### config.mk
export PLATFORM = sky130hd
export DESIGN_NAME = calc_sequencer
export DESIGN_NICKNAME = d
export VERILOG_FILES = /design/src/rtl/calc_sequencer.sv
export SDC_FILE = /design/constraint.sdc
export NUM_CORES = 1
export LEC_CHECK = 0
export CORE_UTILIZATION = 43
export CTS_CLUSTER_SIZE = 30
export DETAILED_ROUTE_END_ITERATION = 8
export GPL_TIMING_DRIVEN = 1
export PLACE_DENSITY = 0.73
export SLEW_MARGIN = 20
export SYNTH_ARGS = -nofsm -noshare
export SYNTH_HDL_FRONTEND = slang
export SYNTH_SLANG_ARGS = --single-unit
### constraint.sdc
create_clock -name clk -period 1.6 [get_ports clk]
set_input_delay 0.32 -clock clk [delete_from_list [all_inputs] [get_ports clk]]
set_output_delay 0.32 -clock clk [all_outputs]
set_load 0.05 [all_outputs]
### src/rtl/calc_sequencer.sv
// rtl/calc_sequencer.sv - command sequencer and ALU stage driving the calculator register file
//
// Takes one command per start pulse. It reads the source operands from the register
// file, computes the ALU result and writes that result back to the register file.
//
// Ports:
//   clk, rst                  clock and synchronous active-high reset
//   start                     command valid; only looked at in IDLE
//   op, sa, sb, dst, imm      command fields (opcode, source A/B, destination, immediate)
//   rf_rea, rf_reb            register file read enables (high only in READ)
//   rf_raa, rf_rab            register file read addresses
//   rf_douta, rf_doutb        register file read data (combinational from the register file)
//   rf_we, rf_wa, rf_din      register file write port (active only in WRITE)
//   busy                      high in every state except IDLE
//   done                      one-cycle pulse when a command completes
//   result, ovf               last computed/loaded value and its carry/borrow flag

module calc_sequencer #(
    parameter int DW = 3,
    parameter int AW = 2
) (
    input  logic          clk,
    input  logic          rst,
    input  logic          start,
    input  logic [2:0]    op,
    input  logic [AW-1:0] sa,
    input  logic [AW-1:0] sb,
    input  logic [AW-1:0] dst,
    input  logic [DW-1:0] imm,
    output logic          rf_rea,
    output logic          rf_reb,
    output logic [AW-1:0] rf_raa,
    output logic [AW-1:0] rf_rab,
    input  logic [DW-1:0] rf_douta,
    input  logic [DW-1:0] rf_doutb,
    output logic          rf_we,
    output logic [AW-1:0] rf_wa,
    output logic [DW-1:0] rf_din,
    output logic          busy,
    output logic          done,
    output logic [DW-1:0] result,
    output logic          ovf
);

    localparam logic [2:0] OP_LOAD = 3'b000;
    localparam logic [2:0] OP_ADD  = 3'b001;
    localparam logic [2:0] OP_SUB  = 3'b010;
    localparam logic [2:0] OP_AND  = 3'b011;
    localparam logic [2:0] OP_OR   = 3'b100;
    localparam logic [2:0] OP_XOR  = 3'b101;
    localparam logic [2:0] OP_MOV  = 3'b110;
    localparam logic [2:0] OP_NOP  = 3'b111;

    typedef enum logic [2:0] {
        S_IDLE  = 3'd0,
        S_READ  = 3'd1,
        S_EXEC  = 3'd2,
        S_WRITE = 3'd3,
        S_DONE  = 3'd4
    } state_t;

    state_t state, state_nxt;

    // Latched command
    logic [2:0]    op_q;
    logic [AW-1:0] sa_q;
    logic [AW-1:0] sb_q;
    logic [AW-1:0] dst_q;
    logic [DW-1:0] imm_q;

    // Operands captured in READ, so a later write to dst==sa/sb cannot disturb them
    logic [DW-1:0] opa;
    logic [DW-1:0] opb;

    // ALU
    logic [DW:0]   alu_sum;
    logic [DW-1:0] alu_res;
    logic          alu_ovf;

    always_comb begin
        alu_sum = {1'b0, opa} + {1'b0, opb};
        alu_res = '0;
        alu_ovf = 1'b0;
        case (op_q)
            OP_ADD: begin
                alu_res = alu_sum[DW-1:0];
                alu_ovf = alu_sum[DW];
            end
            OP_SUB: begin
                alu_res = opa - opb;
                alu_ovf = (opa < opb);
            end
            OP_AND:  alu_res = opa & opb;
            OP_OR:   alu_res = opa | opb;
            OP_XOR:  alu_res = opa ^ opb;
            OP_MOV:  alu_res = opa;
            default: alu_res = '0;
        endcase
    end

    // State register and datapath registers
    always_ff @(posedge clk) begin
        if (rst) begin
            state  <= S_IDLE;
            op_q   <= '0;
            sa_q   <= '0;
            sb_q   <= '0;
            dst_q  <= '0;
            imm_q  <= '0;
            opa    <= '0;
            opb    <= '0;
            result <= '0;
            ovf    <= 1'b0;
        end else begin
            state <= state_nxt;
            case (state)
                S_IDLE: begin
                    if (start) begin
                        op_q  <= op;
                        sa_q  <= sa;
                        sb_q  <= sb;
                        dst_q <= dst;
                        imm_q <= imm;
                        if (op == OP_LOAD) begin
                            result <= imm;
                            ovf    <= 1'b0;
                        end
                    end
                end
                S_READ: begin
                    opa <= rf_douta;
                    opb <= rf_doutb;
                end
                S_EXEC: begin
                    result <= alu_res;
                    ovf    <= alu_ovf;
                end
                default: ;
            endcase
        end
    end

    // Next-state logic
    always_comb begin
        state_nxt = state;
        case (state)
            S_IDLE: begin
                if (start) begin
                    if (op == OP_LOAD)
                        state_nxt = S_WRITE;
                    else if (op == OP_NOP)
                        state_nxt = S_DONE;
                    else
                        state_nxt = S_READ;
                end
            end
            S_READ:  state_nxt = S_EXEC;
            S_EXEC:  state_nxt = S_WRITE;
            S_WRITE: state_nxt = S_DONE;
            S_DONE:  state_nxt = S_IDLE;
            default: state_nxt = S_IDLE;
        endcase
    end

    // Output decode; everything is zero unless the state asks for it
    always_comb begin
        rf_rea = 1'b0;
        rf_reb = 1'b0;
        rf_raa = '0;
        rf_rab = '0;
        rf_we  = 1'b0;
        rf_wa  = '0;
        rf_din = '0;
        busy   = (state != S_IDLE);
        done   = 1'b0;
        case (state)
            S_READ: begin
                rf_rea = 1'b1;
                rf_reb = 1'b1;
                rf_raa = sa_q;
                rf_rab = sb_q;
            end
            S_WRITE: begin
                rf_we  = 1'b1;
                rf_wa  = dst_q;
                rf_din = result;
            end
            S_DONE:  done = 1'b1;
            default: ;
        endcase
    end

endmodule
Word-level counts from Yosys, hierarchy flattened:

Index checks and enable logic that the tools add are counted.

* input bits: 21
* output and inout port bits: 18
* bits in registers: 22
* word-level logic and storage cells: 53

* add/sub/neg operators: 2
* bitwise gates (word level): 3
* mux-type cells: 19
* magnitude comparators: 1
* reductions and logical operators: 6
* equal/unequal tests: 13

Operators with widths (number)
* 3-bit two-way mux: 6
* 3-bit one-hot mux with 6 select lines: 1
* 3-bit equality test, second input constant: 5
* 3-bit by 2-bit equality test with 1-bit output, second input constant: 4
* 3-bit one-hot mux with 4 select lines: 1
* 3-bit by 1-bit equality test with 1-bit output, second input constant: 2
* 3-bit zero test: 2
* 2-bit two-way mux: 3
* 3-bit one-hot mux with 2 select lines: 1
* 1-bit two-way mux: 5
* 3-bit by 3-bit adder with 4-bit output: 1
* 2-bit inequality test, second input constant: 2
* 1-bit one-hot mux with 2 select lines: 2
* 3-bit AND: 1
* 3-bit less-than comparator: 1
* 3-bit OR: 1
* 3-bit AND reduction: 1
* 3-bit nonzero test: 1
* 3-bit subtractor: 1
* 3-bit XOR: 1
* 2-bit AND reduction: 1
* 2-bit nonzero test: 1

Logic depth before layout (Yosys ltp):

Gate-level depths: netlist (run 1).

* depth in word-level cells: 5
* depth in mapped cells: 8
* depth with buffers taken out: 8

Worst setup path before layout (run 1):

Ideal clock, no wire load.

* kind: reg2out
* start point: register state[1]
* end point: output port rf_din[0]
* path slack: -0.677 ns
* cell stages (with the launch flop): 5
* path buffers: 1
* arrival: 1.957 ns
* cell sequence: dfxtp_1 > buf_2 > nand2_1 > nor2_1 > and2_1

* longest elaborated chain between the ends: 2

Ends and longest elaborated chain
* start, declared: line 62 `state_t state, state_nxt;`
* start signal, assigned: line 115 `state <= state_nxt;`
* 3-bit by 2-bit equality test with 1-bit output: line 176 `case (state)`
* 3-bit two-way mux: line 176
* end, declared: line 38 `output logic [DW-1:0] rf_din,`

Every way passes these cells.

Worst setup path after layout (run 1):

* start point: register opa[0]
* end point: register result[1]

* longest elaborated chain between the ends: 3
* elaborated cells on any way between the ends: 4
* those cells by class: add/sub: 2; mux: 2

Ends and longest elaborated chain
* start, declared: line 72 `logic [DW-1:0] opa;`
* start signal, assigned: line 131 `opa <= rf_douta;`
* 3-bit subtractor or 3-bit by 3-bit adder with 4-bit output (tied branches): line 90, 81
* 3-bit one-hot mux with 6 select lines *: line 84 `case (op_q)`
* 3-bit one-hot mux with 2 select lines *: line 116 `case (state)`
* end signal, assigned: line 125 `result <= imm;`
* end signal, assigned: line 135 `result <= alu_res;`
* end, declared: line 41 `output logic [DW-1:0] result,`

Mark *: on every way between the ends. The rest lies on a longest branch, timed or not.
A chain may end at the register's enable or synchronous reset.

==> metrics.md, run 1 <==
| Metric | Value |
|---|---|
| Die Span X | 59.0 um |
| Most common cell after layout, fill and taps aside | sky130_fd_sc_hd__buf_4 |
| Detailed-router iteration count before antenna repair | 4 |
| Synth Area per Inst | 7.99 sq um |
| Number of cells produced by synthesis | 175 |
| Maximum number of pins on one net before global-route repair | 15 |
| Leakage dissipation | 0.927 nW |
| Final critical-path required period | 1.75 ns |
| Per-cell routed wire length | 14.2 um |
| Status | finished, violations left |
| Min-Delay Path Class | reg2reg |
| Final period util | 109% |
| Largest cells by area after synthesis | sky130_fd_sc_hd__dfxtp_1, sky130_fd_sc_hd__a21oi_1, sky130_fd_sc_hd__ha_1, sky130_fd_sc_hd__nand2_1, sky130_fd_sc_hd__nor2_1 |
| Total Negative Setup Slacks | -0.954 ns |
| TritonCTS buffer count | 3 |
| Core area | 3080 sq um |
| Die Ht | 59.0 um |
| Count of routing violations after the opening detailed-route iteration | 64 |
| Proportion of netlist area held by the largest area contributor | 31.5% |
| Standard cell area after detailed placement | about 2100 sq um |
| Worst vdd rail ir drop | around 450 uV |
| Clock slew at reported path FFs | 0.13 ns |
| Synthesized area | between 1000 and 1500 sq um |
| Overall overflow remaining after global route | 0 |
| Post-synth ARST share | 0% |
| Cts hold-fix bufs | 0 |
| Drt total wl | between 3000 and 4000 um |
| Number of antenna-violating nets in the routed design | 0 |
| Final WS setup | -0.151 ns |
| Estimated wirelength of the detail-placed design | 2860 um |
| Synth Register Bits | 22 |
| Syn-to-layout area delta | 65.4% |
| Violations in the final reports | negative setup slack |
| Pins Over Slew Limit | 0 |
| Routability cong. | 0.824 |
| CTS tree | yes |
| Portion of the post-synthesis area used by sequential elements | 31.5% |
| Full die area | 3480 sq um |
| Antenna diode count | 0 |
| Starting Density | a little under half |
| Vias in the first global route | 1388 |
| Library cells used by synthesis | 40 |
| Final Hold Viols | 0 |
| Global routing usage summed across all routing layers | 25.0% |
| I/O pins | 39 |
| RSZ-0062 raised after global routing | yes |
| Syn. warnings | 0 |
| Endpoint arrival time on the critical path | 1.98 ns |
| Worst slack at placement | -0.238 ns |
| Setup-failing EPs final | 13 |
| Max frequency | 571 MHz |
| Relative max-transition margin | 68.5% |
| Top library cells by usage in the layout, fill and taps aside | sky130_fd_sc_hd__buf_4, sky130_fd_sc_hd__a21oi_1, sky130_fd_sc_hd__nand2_1, sky130_fd_sc_hd__clkdlybuf4s50_1, sky130_fd_sc_hd__nor2_1 |
| Nets | 268 |
| Prevailing post-synth register cell | sky130_fd_sc_hd__dfxtp_1 |
| Kind of end point of the critical path | register |
| Global-route wire length before repair | 6490 um |
| Critical path class | reg2reg |
| Total power density per cell area | 663 nW/um^2 |
| Detailed-route vias per instance | approximately 5.3 |
| Worst-skew pair later-pin latency | ~0.32 ns |
| Required time reported for the critical path endpoint | 1.83 ns |
| Count of H-tree levels built during CTS | 1 |
| Number of port buffers | 38 |
| Clock Sinks | 22 |
| Post-route cell area | 2310 sq um |
| Standard-cell rows | 20 |
| Final routed DRC violation total | 0 |
| Clk_skew | around 0.0034 ns |
| Worst-case clock buffer depth | 2 |
| Root buffer cell | sky130_fd_sc_hd__clkbuf_4 |
| Initial antenna violation count | 0 |
| Post-synth net total | ~210 |
| Layout cells sized above 1 | 37.6% |
| Startpoint types | register |
| Count of max-cap constraint violations | 0 |
| Worst Tran Pin Value | about 0.47 ns |
| Detailed-route via count | 1462 |
| Cell accounting for the most synthesized area | sky130_fd_sc_hd__dfxtp_1 |
| Worst-path maximum fanout | 2 |
| Number of enable flip-flop cells after synthesis | 0 |
## cell type report
class / instances / area [sq um]
clock buffers: 3 / 22.5
inverters: 11 / 43.8
repair buffers: 68 / 767
well taps: 44 / 55.1
flip-flops and latches: 22 / 459
multi-input cells: 130 / 965
fillers: 229 / 766
## worst max-delay path, cell delays in order, from the launching register on
cell	delay, ns
sky130_fd_sc_hd__dfxtp_2	0.35
sky130_fd_sc_hd__inv_2	0.07
sky130_fd_sc_hd__ha_4	0.14
sky130_fd_sc_hd__inv_2	0.04
sky130_fd_sc_hd__fa_1	0.48
sky130_fd_sc_hd__mux2i_1	0.06
sky130_fd_sc_hd__o22ai_1	0.20
sky130_fd_sc_hd__nor3_2	0.09
sky130_fd_sc_hd__o41ai_2	0.22
## flip-flops by register name, summed over array words and instances (netlist names)
register,cells
op_q,3
opa,3
opb,3
result,3
state,3
dst_q,2
sa_q,2
sb_q,2
ovf,1
## timing repair
item,4_1_cts,5_1_grt
buffers inserted,5,5
resized for setup,15,16
pin swaps,3,7
endpoints found under the setup margin,18,17
## synth_stat cells (3+ instances only)
| cell | count |
|---|---|
| sky130_fd_sc_hd__clkbuf_1 | 4 |
| sky130_fd_sc_hd__inv_1 | 11 |
| sky130_fd_sc_hd__and2_1 | 10 |
| sky130_fd_sc_hd__buf_4 | 3 |
| sky130_fd_sc_hd__dfxtp_1 | 22 |
| sky130_fd_sc_hd__ha_1 | 9 |
| sky130_fd_sc_hd__a21oi_1 | 23 |
| sky130_fd_sc_hd__nand3b_1 | 3 |
| sky130_fd_sc_hd__nand2_1 | 21 |
| sky130_fd_sc_hd__nor2_1 | 19 |
| sky130_fd_sc_hd__o21ai_0 | 6 |
| sky130_fd_sc_hd__nor3_1 | 4 |
| sky130_fd_sc_hd__o41ai_1 | 3 |
| sky130_fd_sc_hd__buf_2 | 5 |
## through the flow
step / hold slack, ns / instances / util, % / total power, W
2_1_floorplan: 0.432 / 175 / - / 0.000954
3_3_place_gp: 0.441 / 265 / 68.5 / 0.00116
3_5_place_dp: 0.457 / 265 / 68.5 / 0.00119
4_1_cts: 0.480 / 273 / 71.8 / 0.00149
5_1_grt: 0.498 / 278 / 75.1 / 0.00162
6_report: 0.476 / 278 / 75.1 / 0.00153
## worst paths after layout
kind	from	end	slack [ns]	depth (start not counted)
min	sa_q[0]	sa_q[0]	0.48	2
max	opa[0]	result[1]	-0.15	8
min reg2reg	sa_q[0]	sa_q[0]	0.48	2
max reg2reg	opa[0]	result[1]	-0.15	8
## layer usage
metal,vias to the layer above,track usage [%],routed length (um)
met5,-,0,0
met4,0,10.9,85
met3,9,3.71,175
met2,42,41.2,2010
met1,687,32.4,1670
li1,724,-,-
## kinds of logic (layout without fill, tap and decap cells)
kind of cell / Yosys count / in the layout / synth area share [%]
AO/OA/AOI/OAI: 42 / 42 / 18.4
XOR/XNOR: 1 / 1 / 0.627
adder cells (fa/ha/maj): 11 / 11 / 10.9
buffers and inverters: 23 / 82 / 7.43
flip-flops: 22 / 22 / 31.5
multiplexers: 4 / 4 / 3.04
AND/OR/NAND/NOR: 72 / 72 / 28.1
## power breakdown
group          internal (W)  leakage [nW]  switching [W]
clock             0.0000884        0.0138       0.000179
sequential         0.000589         0.184      0.0000537
combinational      0.000317         0.730       0.000306
(Power assumes the default switching activity.)
==> run 2, diff against run 1 <==
--- a/config.mk
+++ b/config.mk
@@ -5,11 +5,12 @@
 export SDC_FILE = /design/constraint.sdc
 export NUM_CORES = 1
 export LEC_CHECK = 0
+export CAP_MARGIN = 10
 export CORE_UTILIZATION = 43
 export CTS_CLUSTER_SIZE = 30
 export DETAILED_ROUTE_END_ITERATION = 8
 export GPL_TIMING_DRIVEN = 1
-export PLACE_DENSITY = 0.73
+export PLACE_DENSITY = 0.76
 export SLEW_MARGIN = 20
 export SYNTH_ARGS = -nofsm -noshare
 export SYNTH_HDL_FRONTEND = slang
==> run 2 against run 1 <==
  * Combinational power is 1% higher
  * Clock power increased by 17%
  * Critical path type unchanged
  * The flow still finishes with violations (negative setup slack)
  * Utilization rose by 1.3 points
  * Total power increased by 3.3%
  * Largest cell class unchanged
  * Highest routed layer unchanged
  * First-iteration DRC count is 44% lower
==> metrics.md, run 2 (synthesis gave the netlist of run 1 again) <==
| Metric | Value |
|---|---|
| Total power density per cell area | around 670 nW/um^2 |
| Min-Delay Path Class | reg2reg |
| Per-cell routed wire length | approximately 14 um |
| Final period util | 107% |
| Combinational group share of total power | 39.8% |
| Required time reported for the critical path endpoint | between 1.5 and 2 ns |
| Pins Over Slew Limit | 0 |
| Count of max-cap constraint violations | 0 |
| Capture point of the worst reg-to-reg path | result[1] |
| Worst-case clock buffer depth | 2 |
| Leakage dissipation | roughly 0.93 nW |
| Global routing usage summed across all routing layers | ~24% |
| Root buffer cell | sky130_fd_sc_hd__clkbuf_4 |
| Hold depth | 2 |
| Cell Int Power | 0.00105 W |
| I/O pins | 39 |
| Detailed-route vias per instance | 5.23 |
| Count of routing violations after the opening detailed-route iteration | 36 |
| Starting Density | 45.4% |
| Multi-input gate area in the final layout | between 900 and 1000 sq um |
| Total Negative Setup Slacks | -0.884 ns |
| Antenna diode count | 0 |
| Die Ht | 59.0 um |
| Portion of total power attributed to sequential cells | 40.3% |
| RSZ-0062 raised after global routing | yes |
| Net switching fraction of the power | 33.9% |
| Relative max-transition margin | 69.5% |
| Worst Tran Pin Value | 0.456 ns |
| Worst vdd rail ir drop | approximately 530 uV |
| Final std cells w/o fill | 279 |
| Share of total power in the clock network | 19.8% |
| Number of antenna-violating nets in the routed design | 0 |
| Maximum number of pins on one net before global-route repair | 27 |
| Number of port buffers | 38 |
| Final WS setup | -0.111 ns |
| Drt total wl | 3940 um |
| Count of H-tree levels built during CTS | 1 |
| Vias in the first global route | 1442 |
| Syn-to-layout area delta | 68.2% |
| Max frequency | approximately 600 MHz |
| Sequential cell area in the final layout | 455 sq um |
| Crit. Startpoint | opa[0] |
| Capture point of the worst path | result[1] |
| Clk_skew | 0.00585 ns |
| Critical path class | reg2reg |
| Reg2reg path depth | 8 |
| Layout cells sized above 1 | a little under two fifths |
| Estimated wirelength of the detail-placed design | 2760 um |
| Detailed-route via count | about 1500 |
| Final Hold Viols | 0 |
| Worst-skew pair later-pin latency | about 0.32 ns |
| Kind of end point of the critical path | register |
| Final routed DRC violation total | 0 |
| Global-route wire length before repair | 6380 um |
| Worst-path maximum fanout | 2 |
| Final critical-path required period | 1.71 ns |
| Endpoint arrival time on the critical path | 1.94 ns |
| Violations in the final reports | negative setup slack |
| Clock Sinks | 22 |
| Startpoint types | register |
| TritonCTS buffer count | 3 |
| Routability cong. | 0.865 |
| Standard-cell rows | 20 |
| Status | finished, violations left |
| Nets | 268 |
| Register-to-register path setup slack | -0.11 ns |
| Setup-failing EPs final | 12 |
| Hold wc startpoint | sb_q[0] |
| Die Span X | 59.0 um |
| Hold slack final | 0.468 ns |
| Filler Cell Count | around 210 |
| Overall overflow remaining after global route | 0 |
| Clock slew at reported path FFs | 0.12 ns |
| Startpoint of the most critical register-to-register path | opa[0] |
| Sw power | 0.000537 W |
| Core area | 3080 sq um |
| CTS tree | yes |
| Initial antenna violation count | 0 |
| Worst slack at placement | -0.234 ns |
| Detailed-router iteration count before antenna repair | 4 |
| Most common cell after layout, fill and taps aside | sky130_fd_sc_hd__buf_4 |
| Top library cells by usage in the layout, fill and taps aside | sky130_fd_sc_hd__buf_4, sky130_fd_sc_hd__a21oi_1, sky130_fd_sc_hd__nand2_1, sky130_fd_sc_hd__clkdlybuf4s50_1, sky130_fd_sc_hd__nor2_1 |
| Full die area | 3480 sq um |
| Placed Cells incl. Taps | 262 |
-- run 2: how the worst min path moves through the flow --
| stage | end |
|---|---|
| after CTS | sb_q[0] |
| after global placement | sb_q[0] |
| after detailed placement | sb_q[0] |
| after global routing | sb_q[0] |
| after floorplan | sa_q[1] |
| final | sb_q[0] |
-- run 2: power groups by stage --
stage | clock (W) | sequential, W | combinational (W)
CTS | 0.000329 | 0.000636 | 0.000603
global placement | 0 | 0.000651 | 0.000503
floorplan | 0 | 0.000647 | 0.000307
global route | 0.000348 | 0.000645 | 0.000677
detailed placement | 0 | 0.000657 | 0.000523
finish | 0.000314 | 0.000639 | 0.000631
-- run 2: final cells by class --
| cell class | count | share of cell area (%) |
|---|---|---|
| multi-input cells | 130 | 41.7 |
| repair buffers | 68 | 33.3 |
| flip-flops and latches | 22 | 19.4 |
| well taps | 44 | 2.34 |
| inverters | 11 | 1.76 |
| clock buffers | 4 | 1.54 |
-- run 2: metrics by stage --
step / area (sq um) / utilization (%) / power, W
CTS: 2300 / 74.8 / 0.00157
global route: 2350 / 76.4 / 0.00167
detailed placement: 2100 / 68.2 / 0.00118
floorplan: 1450 / - / 0.000954
global placement: 2100 / 68.2 / 0.00115
finish: 2350 / 76.4 / 0.00158
-- run 2: timing repair --
action                     CTS  global route
setup endpoints to repair   17            20
pin swaps                    8             9
hold buffers                 0             0
buffers inserted            11             2
gates resized for setup     27             8
-- run 2: worst max-delay path, cell delays in order, from the launching register on --
cell	delay [ns]
sky130_fd_sc_hd__dfxtp_2	0.35
sky130_fd_sc_hd__inv_2	0.08
sky130_fd_sc_hd__ha_4	0.14
sky130_fd_sc_hd__inv_2	0.03
sky130_fd_sc_hd__fa_1	0.48
sky130_fd_sc_hd__mux2i_1	0.06
sky130_fd_sc_hd__o22ai_1	0.22
sky130_fd_sc_hd__nor3_2	0.07
sky130_fd_sc_hd__o41ai_2	0.20
-- run 2: metal layers --
metal,vias to the layer above,routed length (um),track usage (%)
met5,-,0,0
met4,0,76,8.84
met3,6,137,4.37
met2,36,2140,43.7
met1,700,1580,28.8
li1,717,-,-
==> run 3, diff against run 2 <==
--- a/config.mk
+++ b/config.mk
@@ -6,6 +6,7 @@
 export NUM_CORES = 1
 export LEC_CHECK = 0
 export CAP_MARGIN = 10
+export CORE_MARGIN = 2
 export CORE_UTILIZATION = 43
 export CTS_CLUSTER_SIZE = 30
 export DETAILED_ROUTE_END_ITERATION = 8
==> run 3 against run 2 <==
  * Via count up 6.6%
  * Register-to-register slack worse by 0.02 ns
  * Worst hold slack worse by 0.0054 ns
  * Sequential cell count unchanged
  * Combinational power up 2%
  * The flow still finishes with violations (negative setup slack)
  * Critical path depth unchanged
  * Design area down 0.37%
==> metrics.md, run 3 (synthesis gave the netlist of run 1 again) <==
| Metric | Value |
|---|---|
| Final critical-path required period | 1.73 ns |
| Destination of the worst hold path | dst_q[1] |
| Worst path buffer plus inverter count | 2 |
| Family of cells with the greatest summed delay on the critical path | compound AO/OA/AOI/OAI gates |
| Root buffer cell | sky130_fd_sc_hd__clkbuf_4 |
| Reg2reg path depth | 8 |
| Count of H-tree levels built during CTS | 1 |
| Maximum number of pins on one net before global-route repair | 13 |
| Required time reported for the critical path endpoint | roughly 1.9 ns |
| I/O pins | 39 |
| Detailed-router iteration count before antenna repair | 6 |
| Startpoint types | register |
| Critical path's largest stage delay | 0.37 ns |
| Starting Density | 45.4% |
| Total power density per cell area | between 600 and 700 nW/um^2 |
| Critical path class | reg2reg |
| Global routing usage summed across all routing layers | ~25% |
| Capture point of the worst reg-to-reg path | result[2] |
| Worst-path maximum fanout | 2 |
| Hold depth | 2 |
| Routability cong. | between 0.8 and 0.9 |
| Nets | 271 |
| Clock slew at reported path FFs | 0.12 ns |
| Crit-path most repeated cell | sky130_fd_sc_hd__inv_2 |
| Startpoint of the most critical register-to-register path | opa[0] |
| Antenna diode count | 0 |
| Detailed-route vias per instance | around 5.5 |
| Endpoint arrival time on the critical path | 1.99 ns |
| Vias in the first global route | 1506 |
| RSZ-0062 raised after global routing | yes |
| Leakage dissipation | 0.935 nW |
| Core area | just over 3000 sq um |
| Layout cells sized above 1 | 38.0% |
| Count of max-cap constraint violations | 0 |
| Pins Over Slew Limit | 0 |
| Count of routing violations after the opening detailed-route iteration | 100 |
| Relative max-transition margin | 67.1% |
| TritonCTS buffer count | 3 |
| Worst-case clock buffer depth | 2 |
| Estimated wirelength of the detail-placed design | ~3000 um |
| Full die area | 3720 sq um |
| Placed Cells incl. Taps | between 200 and 300 |
| Detailed-route via count | 1555 |
| Initial antenna violation count | 0 |
| Overall overflow remaining after global route | 0 |
| Number of port buffers | 38 |
| Worst Tran Pin Value | 0.492 ns |
| Kind of end point of the critical path | register |
| Standard-cell rows | 20 |
| Die Ht | between 60 and 70 um |
| Status | finished, violations left |
| Violations in the final reports | negative setup slack |
| Most common cell after layout, fill and taps aside | sky130_fd_sc_hd__buf_4 |
| Syn-to-layout area delta | 67.6% |
| Die Span X | between 60 and 70 um |
| Clk_skew | 0.00398 ns |
| Worst-skew pair later-pin latency | 0.31 ns |
| Worst vdd rail ir drop | 449 uV |
| Final routed DRC violation total | 0 |
| Drt total wl | between 4000 and 5000 um |
| Per-cell routed wire length | 16.2 um |
| Cts hold-fix bufs | 0 |
| CTS tree | yes |
| Total Negative Setup Slacks | -0.645 ns |
| Final std cells w/o fill | roughly 280 |
| Setup-failing EPs final | 14 |
| Global-route wire length before repair | 6640 um |
| Final WS setup | -0.135 ns |
| Clock Sinks | 22 |
| Final period util | 108% |
| Top library cells by usage in the layout, fill and taps aside | sky130_fd_sc_hd__buf_4, sky130_fd_sc_hd__a21oi_1, sky130_fd_sc_hd__nand2_1, sky130_fd_sc_hd__clkdlybuf4s50_1, sky130_fd_sc_hd__nor2_1 |
| Slowest cell on the critical path | sky130_fd_sc_hd__fa_1 |
| Ordered list of cells on the worst path | inv_2, ha_4, inv_2, fa_1, xor2_1, o21ai_0, o211ai_1, o21ai_1 |
| Max frequency | 577 MHz |
| Final Hold Viols | 0 |
| Hold wc startpoint | dst_q[1] |
| Number of antenna-violating nets in the routed design | 0 |
| Register-to-register path setup slack | -0.13 ns |
| Min-Delay Path Class | reg2reg |
## run 3: layout make-up
cell class | count | area (sq um)
multi-input cells | 130 | 965
repair buffers | 71 | 802
fillers | 208 | 736
flip-flops and latches | 22 | 457
well taps | 44 | 55.1
inverters | 11 | 41.3
clock buffers | 3 | 22.5
## run 3: worst max-delay path by stage
stage,endpoint,slack [ns],startpoint,cells after the start
floorplan,rf_raa[1],-0.06,state[0],4
CTS,result[1],-0.06,opb[0],6
global route,result[2],-0.19,opa[0],8
detailed placement,result[0],-0.25,op[0],4
finish,result[2],-0.13,opa[0],8
global placement,result[2],-0.12,op[1],5
## run 3: layer usage
| metal | vias up | GRT usage, % | routed length, um |
|---|---|---|---|
| met2 | 75 | 46.7 | 2530 |
| met5 | - | 0 | 0 |
| met1 | 739 | 26.1 | 1660 |
| met4 | 0 | 14.0 | 114 |
| met3 | 13 | 2.94 | 257 |
| li1 | 728 | - | - |
## run 3: worst register-to-register path: cells and delay by family, from the launching register on
family / cells / cell delay, ns
AOI/OAI and AO/OA: 3 / 0.53
adders and majority gates: 2 / 0.51
buffers and inverters: 2 / 0.12
xor gates and xnor gates: 1 / 0.17
DFF: 1 / 0.35
## run 3: what timing repair did
item	in CTS	in global routing
pin swaps	9	3
resized for setup	20	10
endpoints found under the setup margin	16	18
setup buffers	8	5
## run 3: report_power, final
part / total [W] / switching [W] / internal, W
combinational: 0.000641 / 0.000320 / 0.000321
clock: 0.000258 / 0.000170 / 0.0000881
sequential: 0.000641 / 0.0000519 / 0.000589
total: 0.00154 / 0.000542 / 0.000999
## run 3: stage by stage
step | instance area [sq um] | hold slack (ns) | power, W | setup WS (ns) | utilization (%)
6_report | 2340 | 0.462 | 0.00154 | -0.135 | 76.1
5_1_grt | 2340 | 0.487 | 0.00161 | -0.191 | 76.1
4_1_cts | 2250 | 0.464 | 0.00148 | -0.0597 | 73.3
3_5_place_dp | 2110 | 0.448 | 0.00119 | -0.248 | 68.5
3_3_place_gp | 2110 | 0.438 | 0.00116 | -0.122 | 68.5
2_1_floorplan | 1450 | 0.432 | 0.000954 | -0.0599 | -
